`config.mk`:
```
export PLATFORM = sky130hd
export DESIGN_NAME = sisc_fetch
export DESIGN_NICKNAME = d
export VERILOG_FILES = /design/src/rtl/sisc_pkg.sv /design/src/rtl/fetch_pc.sv /design/src/rtl/sisc_fetch.sv
export SDC_FILE = /design/constraint.sdc
export NUM_CORES = 1
export LEC_CHECK = 0
export ABC_AREA = 1
export CELL_PAD_IN_SITES_DETAIL_PLACEMENT = 1
export CELL_PAD_IN_SITES_GLOBAL_PLACEMENT = 2
export CORE_MARGIN = 8
export CORE_UTILIZATION = 22
export CTS_CLUSTER_DIAMETER = 100
export CTS_CLUSTER_SIZE = 40
export DETAILED_ROUTE_END_ITERATION = 8
export PLACE_DENSITY_LB_ADDON = 0.08
export REMOVE_ABC_BUFFERS = 1
export SLEW_MARGIN = 40
export SYNTH_ARGS = -nofsm -noshare
export SYNTH_HDL_FRONTEND = slang
export SYNTH_SLANG_ARGS = --single-unit
```
`constraint.sdc`:
```
create_clock -name clk -period 1.35 [get_ports clk]
set_input_delay 0.27 -clock clk [delete_from_list [all_inputs] [get_ports clk]]
set_output_delay 0.27 -clock clk [all_outputs]
set_load 0.005 [all_outputs]
```
`src/rtl/sisc_pkg.sv`:
```
// Shared definitions for the SISC fetch stage: FSM encoding, instruction width
// and the default reset program counter.
package sisc_pkg;

    localparam int INSTR_W          = 32;
    localparam int DEFAULT_RESET_PC = 0;

    typedef enum logic [0:0] {
        S_FETCH = 1'b0,
        S_HOLD  = 1'b1
    } fetch_state_e;

endpackage

```
`src/rtl/fetch_pc.sv`:
```
// Program counter register: a redirect load takes priority over an increment,
// and the increment wraps modulo 2^ADDR_W.
module fetch_pc
    import sisc_pkg::*;
#(
    parameter int ADDR_W   = 16,
    parameter int RESET_PC = DEFAULT_RESET_PC
) (
    input  logic              clk,
    input  logic              rst_f,
    input  logic              load_i,
    input  logic [ADDR_W-1:0] load_addr_i,
    input  logic              inc_i,
    input  logic [ADDR_W-1:0] inc_base_i,
    output logic [ADDR_W-1:0] pc_o
);

    logic [ADDR_W-1:0] pc_q;
    logic [ADDR_W-1:0] pc_d;

    // Next-PC selection
    always_comb begin
        pc_d = pc_q;
        if (load_i) begin
            pc_d = load_addr_i;
        end else if (inc_i) begin
            pc_d = inc_base_i + ADDR_W'(1);
        end else begin
            pc_d = pc_q;
        end
    end

    // PC register
    always_ff @(posedge clk) begin
        if (!rst_f) begin
            pc_q <= ADDR_W'(RESET_PC);
        end else begin
            pc_q <= pc_d;
        end
    end

    assign pc_o = pc_q;

endmodule

```
`src/rtl/sisc_fetch.sv`:
```
// SISC instruction fetch stage: request/ack transaction with instruction memory,
// instruction register with valid/ready handshake, and branch redirect with squash.
module sisc_fetch
    import sisc_pkg::*;
#(
    parameter int ADDR_W   = 16,
    parameter int RESET_PC = DEFAULT_RESET_PC
) (
    input  logic               clk,
    input  logic               rst_f,
    output logic               imem_req,
    output logic [ADDR_W-1:0]  imem_addr,
    input  logic               imem_ack,
    input  logic [INSTR_W-1:0] imem_rdata,
    output logic [INSTR_W-1:0] ir,
    output logic [ADDR_W-1:0]  ir_pc,
    output logic               ir_valid,
    input  logic               ir_ready,
    input  logic               br_taken,
    input  logic [ADDR_W-1:0]  br_addr
);

    fetch_state_e       state_q, state_d;
    logic [ADDR_W-1:0]  req_addr_q, req_addr_d;
    logic               squash_q, squash_d;
    logic [INSTR_W-1:0] ir_q, ir_d;
    logic [ADDR_W-1:0]  ir_pc_q, ir_pc_d;
    logic               ir_valid_q, ir_valid_d;
    logic               imem_req_q, imem_req_d;
    logic               pc_load_s;
    logic               pc_inc_s;
    logic [ADDR_W-1:0]  pc_s;

    fetch_pc #(
        .ADDR_W   (ADDR_W),
        .RESET_PC (RESET_PC)
    ) u_pc (
        .clk         (clk),
        .rst_f       (rst_f),
        .load_i      (pc_load_s),
        .load_addr_i (br_addr),
        .inc_i       (pc_inc_s),
        .inc_base_i  (req_addr_q),
        .pc_o        (pc_s)
    );

    // Next-state logic; an ack is only honoured while a request is outstanding
    always_comb begin
        state_d    = state_q;
        req_addr_d = req_addr_q;
        squash_d   = squash_q;
        ir_d       = ir_q;
        ir_pc_d    = ir_pc_q;
        ir_valid_d = ir_valid_q;
        imem_req_d = imem_req_q;
        pc_load_s  = 1'b0;
        pc_inc_s   = 1'b0;
        case (state_q)
            S_FETCH: begin
                if (!imem_req_q) begin
                    // First request after reset; a redirect before it is issued needs no squash
                    imem_req_d = 1'b1;
                    if (br_taken) begin
                        pc_load_s  = 1'b1;
                        req_addr_d = br_addr;
                    end else begin
                        req_addr_d = req_addr_q;
                    end
                end else if (imem_ack) begin
                    if (br_taken) begin
                        pc_load_s  = 1'b1;
                        req_addr_d = br_addr;
                        squash_d   = 1'b0;
                    end else if (squash_q) begin
                        squash_d   = 1'b0;
                        req_addr_d = pc_s;
                    end else begin
                        ir_d       = imem_rdata;
                        ir_pc_d    = req_addr_q;
                        ir_valid_d = 1'b1;
                        pc_inc_s   = 1'b1;
                        imem_req_d = 1'b0;
                        state_d    = S_HOLD;
                    end
                end else if (br_taken) begin
                    pc_load_s = 1'b1;
                    squash_d  = 1'b1;
                end else begin
                    squash_d = squash_q;
                end
            end
            S_HOLD: begin
                if (br_taken) begin
                    pc_load_s  = 1'b1;
                    req_addr_d = br_addr;
                    ir_valid_d = 1'b0;
                    imem_req_d = 1'b1;
                    state_d    = S_FETCH;
                end else if (ir_ready) begin
                    ir_valid_d = 1'b0;
                    req_addr_d = pc_s;
                    imem_req_d = 1'b1;
                    state_d    = S_FETCH;
                end else begin
                    state_d = S_HOLD;
                end
            end
            default: begin
                state_d    = S_FETCH;
                imem_req_d = 1'b0;
            end
        endcase
    end

    // State registers
    always_ff @(posedge clk) begin
        if (!rst_f) begin
            state_q    <= S_FETCH;
            req_addr_q <= ADDR_W'(RESET_PC);
            squash_q   <= 1'b0;
            ir_q       <= '0;
            ir_pc_q    <= '0;
            ir_valid_q <= 1'b0;
            imem_req_q <= 1'b0;
        end else begin
            state_q    <= state_d;
            req_addr_q <= req_addr_d;
            squash_q   <= squash_d;
            ir_q       <= ir_d;
            ir_pc_q    <= ir_pc_d;
            ir_valid_q <= ir_valid_d;
            imem_req_q <= imem_req_d;
        end
    end

    assign imem_req  = imem_req_q;
    assign imem_addr = req_addr_q;
    assign ir        = ir_q;
    assign ir_pc     = ir_pc_q;
    assign ir_valid  = ir_valid_q;

endmodule

```
==> results of run 1 <==
==> cells in the mapped netlist <==
master / number
clkbuf_1: 4
buf_2: 15
nand2_1: 185
nor2_2: 3
o211ai_1: 1
buf_4: 6
nand4_1: 7
nand3_1: 26
ha_1: 1
o211a_1: 2
nand2_2: 1
buf_6: 4
or2_2: 1
o31ai_1: 1
buf_1: 2
o21ai_1: 12
inv_1: 42
nor2_4: 3
dfxtp_1: 84
a21oi_1: 60
xor2_1: 2
a31oi_1: 5
inv_2: 5
nand3_2: 1
o21ai_0: 11
o21bai_1: 2
a221oi_1: 1
nor2_1: 57
o21a_1: 2
==> stage by stage <==
stage,worst slack (ns),hold WS (ns)
after floorplan,-0.861,0.368
after global placement,-0.541,0.450
after detailed placement,-0.548,0.453
after CTS,-0.0326,0.417
after global routing,-0.0753,0.432
final,0.00737,0.416
==> logic make-up after synthesis <==
kind of cell	count (synthesis)	synth area share, %
AND/OR/NAND/NOR	284	30.8
AO/OA/AOI/OAI	97	13.9
flip-flops	84	44.8
buffers and inverters	78	9.70
XOR/XNOR	2	0.467
adder cells (fa/ha/maj)	1	0.333
==> registers in the layout, summed over array words and instances (netlist names) <==
| signal | flops |
|---|---|
| imem_addr | 16 |
| imem_req | 1 |
| ir | 32 |
| ir_pc | 16 |
| ir_valid | 1 |
| squash_q | 1 |
| state_q | 1 |
| u_pc.pc_o | 16 |
==> critical path, stage by stage (launching register included) <==
cell     delay, ns
dfxtp_4       0.38
inv_6         0.09
nand2_4       0.06
o21ai_2       0.15
nor2_4        0.07
buf_12        0.14
buf_12        0.14
nand2_2       0.05
nand2_1       0.04
nor2_1        0.13
==> timing repair <==
item,in CTS,in global routing
endpoints found under the setup margin,118,59
pin swaps,4,17
gates cloned,1,3
hold buffers,0,0
setup buffers,2,3
resized for setup,105,37
==> report_power, final <==
part	total [W]	internal, W	switching [W]
registers	0.00275	0.00263	0.000121
clock network	0.00268	0.00161	0.00106
logic	0.00128	0.000655	0.000626
total	0.00671	0.00490	0.00181
==> final cells by class <==
type / instances / area (um2) / area share (%)
clock buffers: 9 / 225 / 3.67
clock inverters: 6 / 88.8 / 1.45
inverters: 47 / 186 / 3.04
multi-input cells: 384 / 1840 / 30.0
flip-flops and latches: 84 / 1720 / 28.0
well taps: 220 / 275 / 4.49
repair buffers: 182 / 1800 / 29.4
==> path summary, 6_finish.rpt <==
| kind | start | end | slack [ns] | cells past startpoint |
|---|---|---|---|---|
| min reg2reg | ir_pc[5]$_SDFFE_PN0P_ | ir_pc[5]$_SDFFE_PN0P_ | 0.46 | 2 |
| min | imem_ack | squash_q$_SDFFE_PN0P_ | 0.42 | 3 |
| max | state_q$_SDFF_PN0_ | imem_addr[10]$_SDFFE_PN0P_ | 0.007 | 9 |
| max reg2reg | state_q$_SDFF_PN0_ | imem_addr[10]$_SDFFE_PN0P_ | 0.007 | 9 |
==> routing by layer <==
| metal | GRT usage, % | vias up |
|---|---|---|
| li1 | - | 2055 |
| met1 | 16.7 | 1909 |
| met2 | 23.5 | 67 |
| met3 | 3.06 | 13 |
| met4 | 4.64 | 0 |
| met5 | 0 | - |
==> run_results.csv, run 1 <==
group,metric,value,unit
clocking,clockBufferDepth,2,
detailed_routing,ant_nets,0,
synthesis,ys_types,29,
detailed_routing,wl_met2,7430,um
detailed_routing,viasPerCell,4.34,
sta,timing.slew.headroom,78.3,%
power,totalPowerFinal,0.00671,W
clocking,cts_sinks,84,
sta,fmax,0.745,GHz
synthesis,netlist_instances,546,
synthesis,avgSynthCellArea,6.87,um2
sta,tns,0,ns
worst_hold_path,hp-class,"in2reg",
power,power.leakage,2.80,nW
synthesis,ys_ff_latch,84,
layout,diodes,0,
layout,final_cell_mix,"nand2_1, dfxtp_1, dlygate4sd2_1",
grt,grt_pass1_wl,23400,um
floorplanning,die_y,147,um
synthesis,yosysTopAreaCell,"dfxtp_1",
detailed_routing,drt_iter0_markers,113,
layout,syn2layout_area_growth,63.5,%
sta,finalSetupViolCount,0,
grt,antenna_found_initial,0,
grt,overflow,0,
layout,final_area,0.00614,mm2
floorplanning,dieArea,0.0215,mm2
floorplanning,die_w,147,um
worst_setup_path,cp_max_fo,8,
detailed_routing,routedWlPerCell,16.4,um
worst_setup_path,end_kind,"register",
detailed_routing,dr_total_vias,4044,
layout,drive_gt1_share,18.8,%
worst_setup_path,arrival,1.60,ns
detailed_routing,maxUsedRoutingLayer,"met4",
floorplanning,core,0.0166,mm2
synthesis,synth_top_area_share,44.8,%
placement,place.gp.congestion,0.792,
clocking,cts_made_buffers,9,
placement,dpl-instance-area,0.00555,mm2
floorplanning,ios,119,
sta,rsz0062_at_grt,"yes",
detailed_routing,drcViolationCount,0,
synthesis,seq_area_frac_synth,44.8,%
detailed_routing,wl_met3,525,um
clocking,cts_root_buffer,"clkbuf_16",
detailed_routing,routed_wl,15300,um
sta,period_needed,1.34,ns
sta,skew,0.00882,ns
grt,grtUsageTotal,13.8,%
detailed_routing,met1_length,7140,um
layout,stdcell_count,932,
clocking,cts_tree,"done",
layout,fill_cells,2072,
grt,grt_pass1_vias,4285,
worst_setup_path,timing_worst_setup_path_type,"reg2reg",
sta,finalCritPeriodShare,99.5,%
run,drv_cap,0,
synthesis,ys_top_cells_by_area,"dfxtp_1, nand2_1, a21oi_1",
synthesis,synth.cell_area,0.00375,mm2
grt,grt_max_degree,38,
clocking,clk_latency,0.34,ns
placement,numPortBuffers,118,
sta,hold_viol_final,0,
layout,final_common_cell,"nand2_1",
status,status,"complete, no violations",
worst_setup_path,critPathLaunchType,"register",
worst_setup_path,cp.required,1.61,ns
clocking,clkTransAtPathRegs,0.06,ns
floorplanning,rows,47,
floorplanning,start_util,22.6,%
detailed_routing,first_pass_iters,4,
power,cellPowerDensity,1090,mW/mm2
layout,utilization,36.9,%
layout,finalNetCount,762,
clocking,h-tree-depth,3,
placement,dp.cells,908,
power,peakVddDrop,0.564,mV
sta,worst_pin_slew,0.325,ns
sta,report.final.slew_viol_count,0,
synthesis,yosys_warnings,0,
placement,hpwl,11000,um
No activity file was read; power rests on OpenSTA's default activity.
==> run 2: changes to the inputs <==
- CORE_ASPECT_RATIO: default -> 0.6
==> run 2 against run 1 <==
Worst setup slack lost 0.14 ns. Via count is 8.6% higher. Global-route usage increased by 3.5 points. Clock power up 11%. Largest power group is now the clock network. Worst hold slack improved by 0.046 ns. Maximum frequency down 9.7%. Critical path depth up 1. Power increased by 13%. Utilization up 8.4 points. Count of clock-buffer cells in the layout increased by 2. The run now ends with setup timing left. Sequential share of layout area decreased by 5.5 points.
==> run_results.csv, run 2 (synthesis gave the netlist of run 1 again) <==
group,metric,value,unit
layout,finalNetCount,817,
detailed_routing,routedWlPerCell,18.5,um
grt,grt_pass1_wl,28300,um
layout,utilization,45.3,%
power,seqPwrFrac,36.5,%
sta,finalSetupViolCount,79,
sta,rsz0062_at_grt,"yes",
worst_setup_path,slowest_stage,"dfxtp_2",
layout,final_common_cell,"nand2_1",
run,drv_cap,0,
worst_setup_path,end_kind,"register",
clocking,cts_tree,"done",
worst_setup_path,startpoint,"imem_addr[0]$_SDFFE_PN0P_",
grt,grtUsageTotal,17.3,%
detailed_routing,ant_nets,0,
sta,tns,-5.75,ns
worst_hold_path,min_from,"ir[15]$_SDFFE_PN0P_",
grt,antenna_found_initial,0,
worst_setup_path,critPathLaunchType,"register",
worst_setup_path,cp.required,1.64,ns
layout,final_area,0.00766,mm2
placement,hpwl,11400,um
placement,numPortBuffers,118,
power,cellPowerDensity,990,mW/mm2
worst_hold_path,min_path_cells,2,
sta,fmax,0.673,GHz
power,peakVddDrop,0.434,mV
detailed_routing,routed_wl,18500,um
worst_setup_path,crit_buf_inv,2,
detailed_routing,dr_total_vias,4391,
placement,dpl-instance-area,0.00569,mm2
worst_setup_path,timing_worst_setup_path_type,"reg2reg",
detailed_routing,viasPerCell,4.38,
layout,multiInputGateArea,0.00254,mm2
status,status,"complete, but fails checks",
sta,finalCritPeriodShare,110,%
grt,grt_max_degree,27,
power,power.leakage,3.46,nW
worst_setup_path,critPathTopFamily,"simple AND/OR/NAND/NOR gates",
worst_hold_path,hold_end,"ir[15]$_SDFFE_PN0P_",
floorplanning,dieArea,0.0216,mm2
floorplanning,core,0.0169,mm2
detailed_routing,drcViolationCount,0,
clocking,clkTransAtPathRegs,0.07,ns
sta,timing.slew.headroom,81.6,%
worst_hold_path,hp-class,"reg2reg",
clocking,cts_root_buffer,"clkbuf_16",
layout,fill_cells,1947,
placement,place.gp.congestion,0.753,
layout,drive_gt1_share,44.5,%
layout,syn2layout_area_growth,104,%
worst_setup_path,timing.rr.start,"imem_addr[0]$_SDFFE_PN0P_",
sta,skew,0.00875,ns
power,p_switching,0.00212,W
floorplanning,die_w,185,um
sta,hold_viol_final,0,
worst_setup_path,reg2reg_depth,10,
worst_setup_path,cp_max_fo,4,
worst_setup_path,slowest_delay,0.34,ns
clocking,h-tree-depth,3,
status,violations,"setup timing",
clocking,clk_latency,0.34,ns
clocking,cts_made_buffers,9,
sta,worst_pin_slew,0.276,ns
clocking,cts_sinks,84,
power,power_frac_comb,24.4,%
detailed_routing,first_pass_iters,4,
layout,final_cell_mix,"nand2_1, dfxtp_1, buf_4",
power,p_sw_share,28.0,%
floorplanning,rows,37,
power,internal-power,0.00546,W
worst_setup_path,arrival,1.78,ns
placement,pre_cts_ws,-0.643,ns
worst_setup_path,path_cells,"buf_6 -> ha_4 -> nand2_4 -> nor2_4 -> nand2_4 -> nor2_1 -> nand2_1 -> nand3_2 -> nand2_1 -> inv_1",
worst_setup_path,r2r-end,"u_pc.pc_o[14]$_SDFFE_PN0P_",
detailed_routing,drt_iter0_markers,180,
worst_setup_path,ff2ff_setup_slack,-0.14,ns
power,pwr-share-clk,39.1,%
clocking,clockBufferDepth,2,
sta,report.final.slew_viol_count,0,
sta,period_needed,1.49,ns
layout,diodes,0,
grt,grt_pass1_vias,4833,
floorplanning,start_util,22.2,%
floorplanning,ios,119,
floorplanning,die_y,117,um
layout,register_area,0.00172,mm2
sta,layout_setup_ws,-0.137,ns
grt,overflow,0,
layout,largest_reg_flops,32,
run 2: worst min-delay path, delay by kind of cell, from the launching register on:
kind | cells | cell delay (ns)
flip-flops | 1 | 0.32
AO/OA/AOI/OAI | 1 | 0.04
AND/OR/NAND/NOR | 1 | 0.06
run 2: cell type report:
cell class / count / area share, %
repair buffers: 237 / 33.3
inverters: 47 / 2.60
multi-input cells: 384 / 33.2
clock inverters: 5 / 1.41
flip-flops and latches: 84 / 22.5
clock buffers: 11 / 3.17
well taps: 234 / 3.82
run 2: how the worst max path moves through the flow:
stage                                 end  slack, ns  cells past startpoint
2_1_floorplan   u_pc.pc_o[3]$_SDFFE_PN0P_      -0.86                      8
3_3_place_gp    imem_addr[0]$_SDFFE_PN0P_      -0.58                     11
3_5_place_dp          ir[27]$_SDFFE_PN0P_      -0.64                      7
4_1_cts        imem_addr[10]$_SDFFE_PN0P_      -0.17                     12
5_1_grt        imem_addr[10]$_SDFFE_PN0P_      -0.22                     12
6_report       u_pc.pc_o[14]$_SDFFE_PN0P_      -0.14                     10
run 2: layer usage:
layer | track usage, % | part of all wire, %
met5 | 0 | 0
met4 | 3.40 | 1.1
met3 | 4.07 | 5.0
met2 | 26.3 | 43
met1 | 24.6 | 51
run 2: timing repair:
| item | in CTS | in global routing |
|---|---|---|
| resized for setup | 304 | 98 |
| gates cloned | 14 | 1 |
| setup buffers | 36 | 8 |
| pin swaps | 47 | 31 |
| endpoints found under the setup margin | 146 | 87 |
| hold buffers | 0 | 0 |
run 2: per-stage QoR:
| stage | std cells | total power, W | hold slack (ns) |
|---|---|---|---|
| after CTS | 1001 | 0.00759 | 0.459 |
| after global routing | 1002 | 0.00793 | 0.482 |
| after detailed placement | 939 | 0.00409 | 0.456 |
| after floorplan | 515 | 0.00321 | 0.368 |
| final | 1002 | 0.00758 | 0.462 |
| after global placement | 939 | 0.00407 | 0.450 |
run 2: power by group through the flow:
stage          logic (W)  registers [W]  clock network [W]
6_report         0.00185        0.00277            0.00297
2_1_floorplan   0.000415        0.00279                  0
3_5_place_dp     0.00128        0.00280                  0
3_3_place_gp     0.00127        0.00280                  0
4_1_cts          0.00179        0.00275            0.00305
5_1_grt          0.00199        0.00278            0.00316
